## config.mk

```make
export PLATFORM = sky130hd
export DESIGN_NAME = avg_level_monitor
export DESIGN_NICKNAME = d
export VERILOG_FILES = /design/src/rtl/avg_level_monitor.sv
export SDC_FILE = /design/constraint.sdc
export NUM_CORES = 1
export LEC_CHECK = 0
export BUFFER_PORTS_ARGS = -buffer_cell sky130_fd_sc_hd__buf_2
export CAP_MARGIN = 20
export CORE_MARGIN = 2
export CORE_UTILIZATION = 54
export DETAILED_ROUTE_END_ITERATION = 16
export PLACE_DENSITY = 0.86
export SYNTH_ARGS = -nofsm -noshare
export SYNTH_HDL_FRONTEND = slang
export SYNTH_SLANG_ARGS = --single-unit
```

## constraint.sdc

```tcl
create_clock -name clk -period 2.55 [get_ports clk]
set_clock_uncertainty 0.15 [all_clocks]
set_input_delay 0 -clock clk [delete_from_list [all_inputs] [get_ports clk]]
set_output_delay 0 -clock clk [all_outputs]
set_load 0.03 [all_outputs]
```

## src/rtl/avg_level_monitor.sv

```systemverilog
// Level alarm on the averaged sample stream: hysteresis thresholds with a
// debounce run count, rise/fall pulses, running peaks and a saturating sample count.
module avg_level_monitor #(
  parameter int DW       = 8,
  parameter int DEBOUNCE = 4,
  parameter int CNT_W    = 16
) (
  input  logic             clk,
  input  logic             rs,
  input  logic [DW-1:0]    ave_in,
  input  logic             ave_valid,
  input  logic [DW-1:0]    thr_hi,
  input  logic [DW-1:0]    thr_lo,
  input  logic             clr_peak,
  output logic             alarm,
  output logic             alarm_rise,
  output logic             alarm_fall,
  output logic [DW-1:0]    peak_max,
  output logic [DW-1:0]    peak_min,
  output logic [CNT_W-1:0] sample_cnt,
  output logic             cfg_err
);

  typedef enum logic [1:0] {
    S_NORMAL,
    S_ARMING,
    S_ALARM,
    S_CLEARING
  } state_t;

  localparam logic [3:0] DEB = 4'(DEBOUNCE);

  state_t           r_state, w_state_nx;
  logic [3:0]       r_cnt, w_cnt_nx, w_cnt_inc;
  logic             r_alarm, r_rise, r_fall, r_cfg_err;
  logic [DW-1:0]    r_pmax, r_pmin, w_pmax_nx, w_pmin_nx;
  logic [CNT_W-1:0] r_scnt, w_scnt_nx;
  logic             w_above, w_below, w_alarm_nx;

  always_comb begin
    w_state_nx = r_state;
    w_cnt_nx   = r_cnt;
    w_above    = ave_in > thr_hi;
    w_below    = ave_in < thr_lo;
    w_cnt_inc  = r_cnt + 4'd1;
    if (r_cfg_err) begin
      w_state_nx = S_NORMAL;
      w_cnt_nx   = '0;
    end else if (ave_valid) begin
      case (r_state)
        S_NORMAL: begin
          // counter is zero here, so w_cnt_inc is the first qualifying sample
          if (w_above) begin
            if (w_cnt_inc == DEB) begin
              w_state_nx = S_ALARM;
              w_cnt_nx   = '0;
            end else begin
              w_state_nx = S_ARMING;
              w_cnt_nx   = w_cnt_inc;
            end
          end
        end
        S_ARMING: begin
          if (!w_above) begin
            w_state_nx = S_NORMAL;
            w_cnt_nx   = '0;
          end else if (w_cnt_inc == DEB) begin
            w_state_nx = S_ALARM;
            w_cnt_nx   = '0;
          end else begin
            w_cnt_nx   = w_cnt_inc;
          end
        end
        S_ALARM: begin
          if (w_below) begin
            if (w_cnt_inc == DEB) begin
              w_state_nx = S_NORMAL;
              w_cnt_nx   = '0;
            end else begin
              w_state_nx = S_CLEARING;
              w_cnt_nx   = w_cnt_inc;
            end
          end
        end
        S_CLEARING: begin
          if (!w_below) begin
            w_state_nx = S_ALARM;
            w_cnt_nx   = '0;
          end else if (w_cnt_inc == DEB) begin
            w_state_nx = S_NORMAL;
            w_cnt_nx   = '0;
          end else begin
            w_cnt_nx   = w_cnt_inc;
          end
        end
        default: begin
          w_state_nx = S_NORMAL;
          w_cnt_nx   = '0;
        end
      endcase
    end
    w_alarm_nx = (w_state_nx == S_ALARM) || (w_state_nx == S_CLEARING);
  end

  always_comb begin
    w_pmax_nx = r_pmax;
    w_pmin_nx = r_pmin;
    w_scnt_nx = r_scnt;
    if (ave_valid) begin
      if (clr_peak) begin
        w_pmax_nx = ave_in;
        w_pmin_nx = ave_in;
      end else begin
        if (ave_in > r_pmax) w_pmax_nx = ave_in;
        if (ave_in < r_pmin) w_pmin_nx = ave_in;
      end
      if (r_scnt != '1) w_scnt_nx = r_scnt + 1'b1;
    end else if (clr_peak) begin
      w_pmax_nx = '0;
      w_pmin_nx = '1;
    end
  end

  always_ff @(posedge clk) begin
    if (rs) begin
      r_state   <= S_NORMAL;
      r_cnt     <= '0;
      r_alarm   <= 1'b0;
      r_rise    <= 1'b0;
      r_fall    <= 1'b0;
      r_pmax    <= '0;
      r_pmin    <= '1;
      r_scnt    <= '0;
      r_cfg_err <= 1'b0;
    end else begin
      r_state   <= w_state_nx;
      r_cnt     <= w_cnt_nx;
      r_alarm   <= w_alarm_nx;
      r_rise    <= w_alarm_nx & ~r_alarm;
      r_fall    <= ~w_alarm_nx & r_alarm;
      r_pmax    <= w_pmax_nx;
      r_pmin    <= w_pmin_nx;
      r_scnt    <= w_scnt_nx;
      r_cfg_err <= (thr_lo >= thr_hi);
    end
  end

  assign alarm      = r_alarm;
  assign alarm_rise = r_rise;
  assign alarm_fall = r_fall;
  assign peak_max   = r_pmax;
  assign peak_min   = r_pmin;
  assign sample_cnt = r_scnt;
  assign cfg_err    = r_cfg_err;

endmodule

```

==> flow_summary_export.csv <==
group,metric,value,unit
synth,synth_edf_count,0,
timing,maxSlewViolCount,0,
timing,rsz0062_at_grt,"false",
synth,synth_seq_cells,42,
global_route,grt_pass1_vias,2507,
synth,syn_area,0.002784,mm²
setup_path,r2r_cells,9,
synth,synth_adder_area_share,0.1843,
floorplan,core-area,0.005042,mm²
synth,synth_top_cell_by_area,"dfxtp_1",
floorplan,io_pins,64,
placed_design,portBuffers,63,
synth,synth-simple-area-share,0.2364,
clock_network,post_cts_buffers,0,
setup_path,arrival,2440,ps
global_route,overflow,0,
hold_path,hold_depth,3,
power,totalPowerFinal,1.671,mW
clock_network,cts_buffer_depth,2,
floorplan,die_height,75.80,µm
cells_and_area,postLayoutCellArea,0.003403,mm²
cells_and_area,drive_gt1_frac,0.2189,
placed_design,placed_area,0.003176,mm²
power,p_leak,1.648,nW
clock_network,cts_sinks,42,
global_route,grt_pass1_wl,10870,µm
synth,ys_seq_area_frac,0.3020,
routing,drtIter0Drc,116,
cells_and_area,final_core_util,0.6749,
placed_design,gp_congestion,0.8818,
floorplan,start_util,0.5521,
cells_and_area,finalNetCount,470,
timing,post-route-min-period,2341,ps
timing,post-route-period-util,0.9179,
routing,dr.pass1.iters,4,
timing,setup-violations-final,0,
timing,max_freq,0.4272,GHz
synth,synthMuxAreaShare,0.01483,
placed_design,dp.cells,455,
routing,routed_wl,6643,µm
clock_network,clock_latency,300,ps
setup_path,end_kind,"flip-flop",
setup_path,worst-path-max-fanout,6,
synth,synth_top_family_by_area,"simple AND/OR/NAND/NOR gates",
routing,detail-route-antenna-nets,0,
routing,vias_per_cell,5.553,
clock_network,clk_pin_slew,80,ps
global_route,antenna_found_initial,0,
synth,ys_warn_count,0,
floorplan,dieArea,0.005746,mm²
setup_path,required,2650,ps
power,ir_drop,325.4,µV
clock_network,tritoncts,"built",
synth,synthXorXnorAreaFrac,0.03461,
outcome,status,"completed",
global_route,grt_max_degree,27,
setup_path,cp-start-kind,"input port",
cells_and_area,n_antenna_cell,0,
routing,wire_per_inst,14.07,µm
flow_run,cap_violations,0,
synth,synth_area_leaders,"dfxtp_1 (30%), ha_1 (18%), inv_1 (4.6%), nor2_1 (4.6%), a21oi_1 (3.6%)",
power,power.density,491.1,mW/mm²
timing,postLayoutSetupSlackWorst,209.4,ps
synth,yosysMostFrequentCell,"dfxtp_1",
clock_network,ctsResizeCount,0,
clock_network,numCtsBuffers,5,
timing,holdWs,29.92,ps
synth,syn-num-nets,396,
synth,async_reset_ff_frac,0,
routing,route.detailed.drc,0,
synth,synth-compound-area-share,0.1699,
placed_design,pre_cts_slack,316.5,ps
cells_and_area,area_growth,22.25,%
timing,tightest_slew,510.4,ps
clock_network,htreeDepth,2,
synth,syn_area_per_cell,8.514,µm²
synth,synthCells,327,
timing,fin_tns_setup,0,ps
hold_path,hp-class,"input port to flip-flop",
routing,via_count,2621,
cells_and_area,fin_cells,472,
synth,synthDistinctLibCells,50,
global_route,grt_usage,0.2462,
setup_path,crit_type,"input port to flip-flop",
synth,synth_top_area_frac,0.3020,
clock_network,cts_root_buf,"clkbuf_8",
floorplan,fp.dieW,75.80,µm
timing,max_slew_margin,0.6597,
floorplan,rows,26,
timing,hold_viol_final,0,
synth,synth_top_flop_cell,"dfxtp_1",
synth,synth_commonest_cells,"dfxtp_1 (42), ha_1 (41), inv_1 (34), nor2_1 (34), a21oi_1 (20)",
placed_design,dp_hpwl,4975,µm
## final cells by class
cell class	count	area, µm²
Inverter	34	127.6
Multi-Input combinational cell	243	1782
Clock buffer	5	68.82
Sequential cell	42	840.8
Fill cell	413	1639
Clock inverter	3	68.82
Tap cell	70	87.58
Timing Repair Buffer	75	427.9
## routing by layer
metal  GRT usage  routed length, µm  part of all wire  up-vias
li1            -                  -                 -     1299
met1      0.2786               2822              0.42     1243
met2      0.4483               3445              0.52       67
met3     0.05688                266             0.040       12
met4     0.08772                108             0.016        0
met5           0                  0                 0        -
## cell families (layout without fill, tap and decap cells)
logic type / Yosys count / in the layout
compound gates: 66 / 66
xor+xnor: 11 / 11
fa+ha+maj: 41 / 41
buf+inv: 42 / 117
flops: 42 / 42
mux: 4 / 4
simple gates: 121 / 121
## repair_timing
action / in CTS / in global routing
endpoints found under the hold margin: 17 / 0
hold buffers: 9 / 0
endpoints found under the setup margin: 0 / 0
## critical path, stage by stage
cell	delay [ps]
dlygate4sd3_1	550
buf_2	180
ha_1	330
a211oi_2	270
o21bai_4	130
a2111oi_4	410
nor4b_1	110
o22ai_1	270
o211a_1	190
## power breakdown
part / leakage, nW / internal, mW / switching [mW]
logic: 1.24 / 0.140 / 0.194
clock network: 0.0683 / 0.393 / 0.254
registers: 0.341 / 0.676 / 0.0155
## worst paths after layout
check	start	endpoint	slack, ps
worst max-delay path	ave_in[5]	alarm_fall	210
worst min-delay path	ave_valid	peak_max[1]	30
worst max register to register	peak_max[7]	peak_max[2]	280
worst min register to register	alarm	alarm_rise	330
## flip-flops by register name, indices dropped and copies added (netlist names)
register / cells
alarm_rise: 1
r_state: 2
cfg_err: 1
peak_max: 8
sample_cnt: 16
alarm_fall: 1
alarm: 1
peak_min: 8
r_cnt: 4
## cells in the final DEF (no fill, tap or decap), types with 4 or more instances in the layout
master	Yosys	final
xor2_1	6	6
dlygate4sd3_1	0	9
buf_2	2	63
nand2b_1	8	8
nand2_1	13	13
o21ai_0	7	7
clkbuf_8	0	5
dfxtp_1	42	42
nor2_1	34	34
and3b_1	7	7
a21oi_1	20	20
nor3_1	4	4
o21ai_1	8	8
inv_1	34	34
xnor2_1	5	5
nand3_1	18	18
and4_1	5	5
or2_2	6	6
a21o_1	5	5
a211oi_1	5	5
ha_1	41	41
nand4_1	7	7
or3_1	4	4
(Power assumes the default switching activity.)
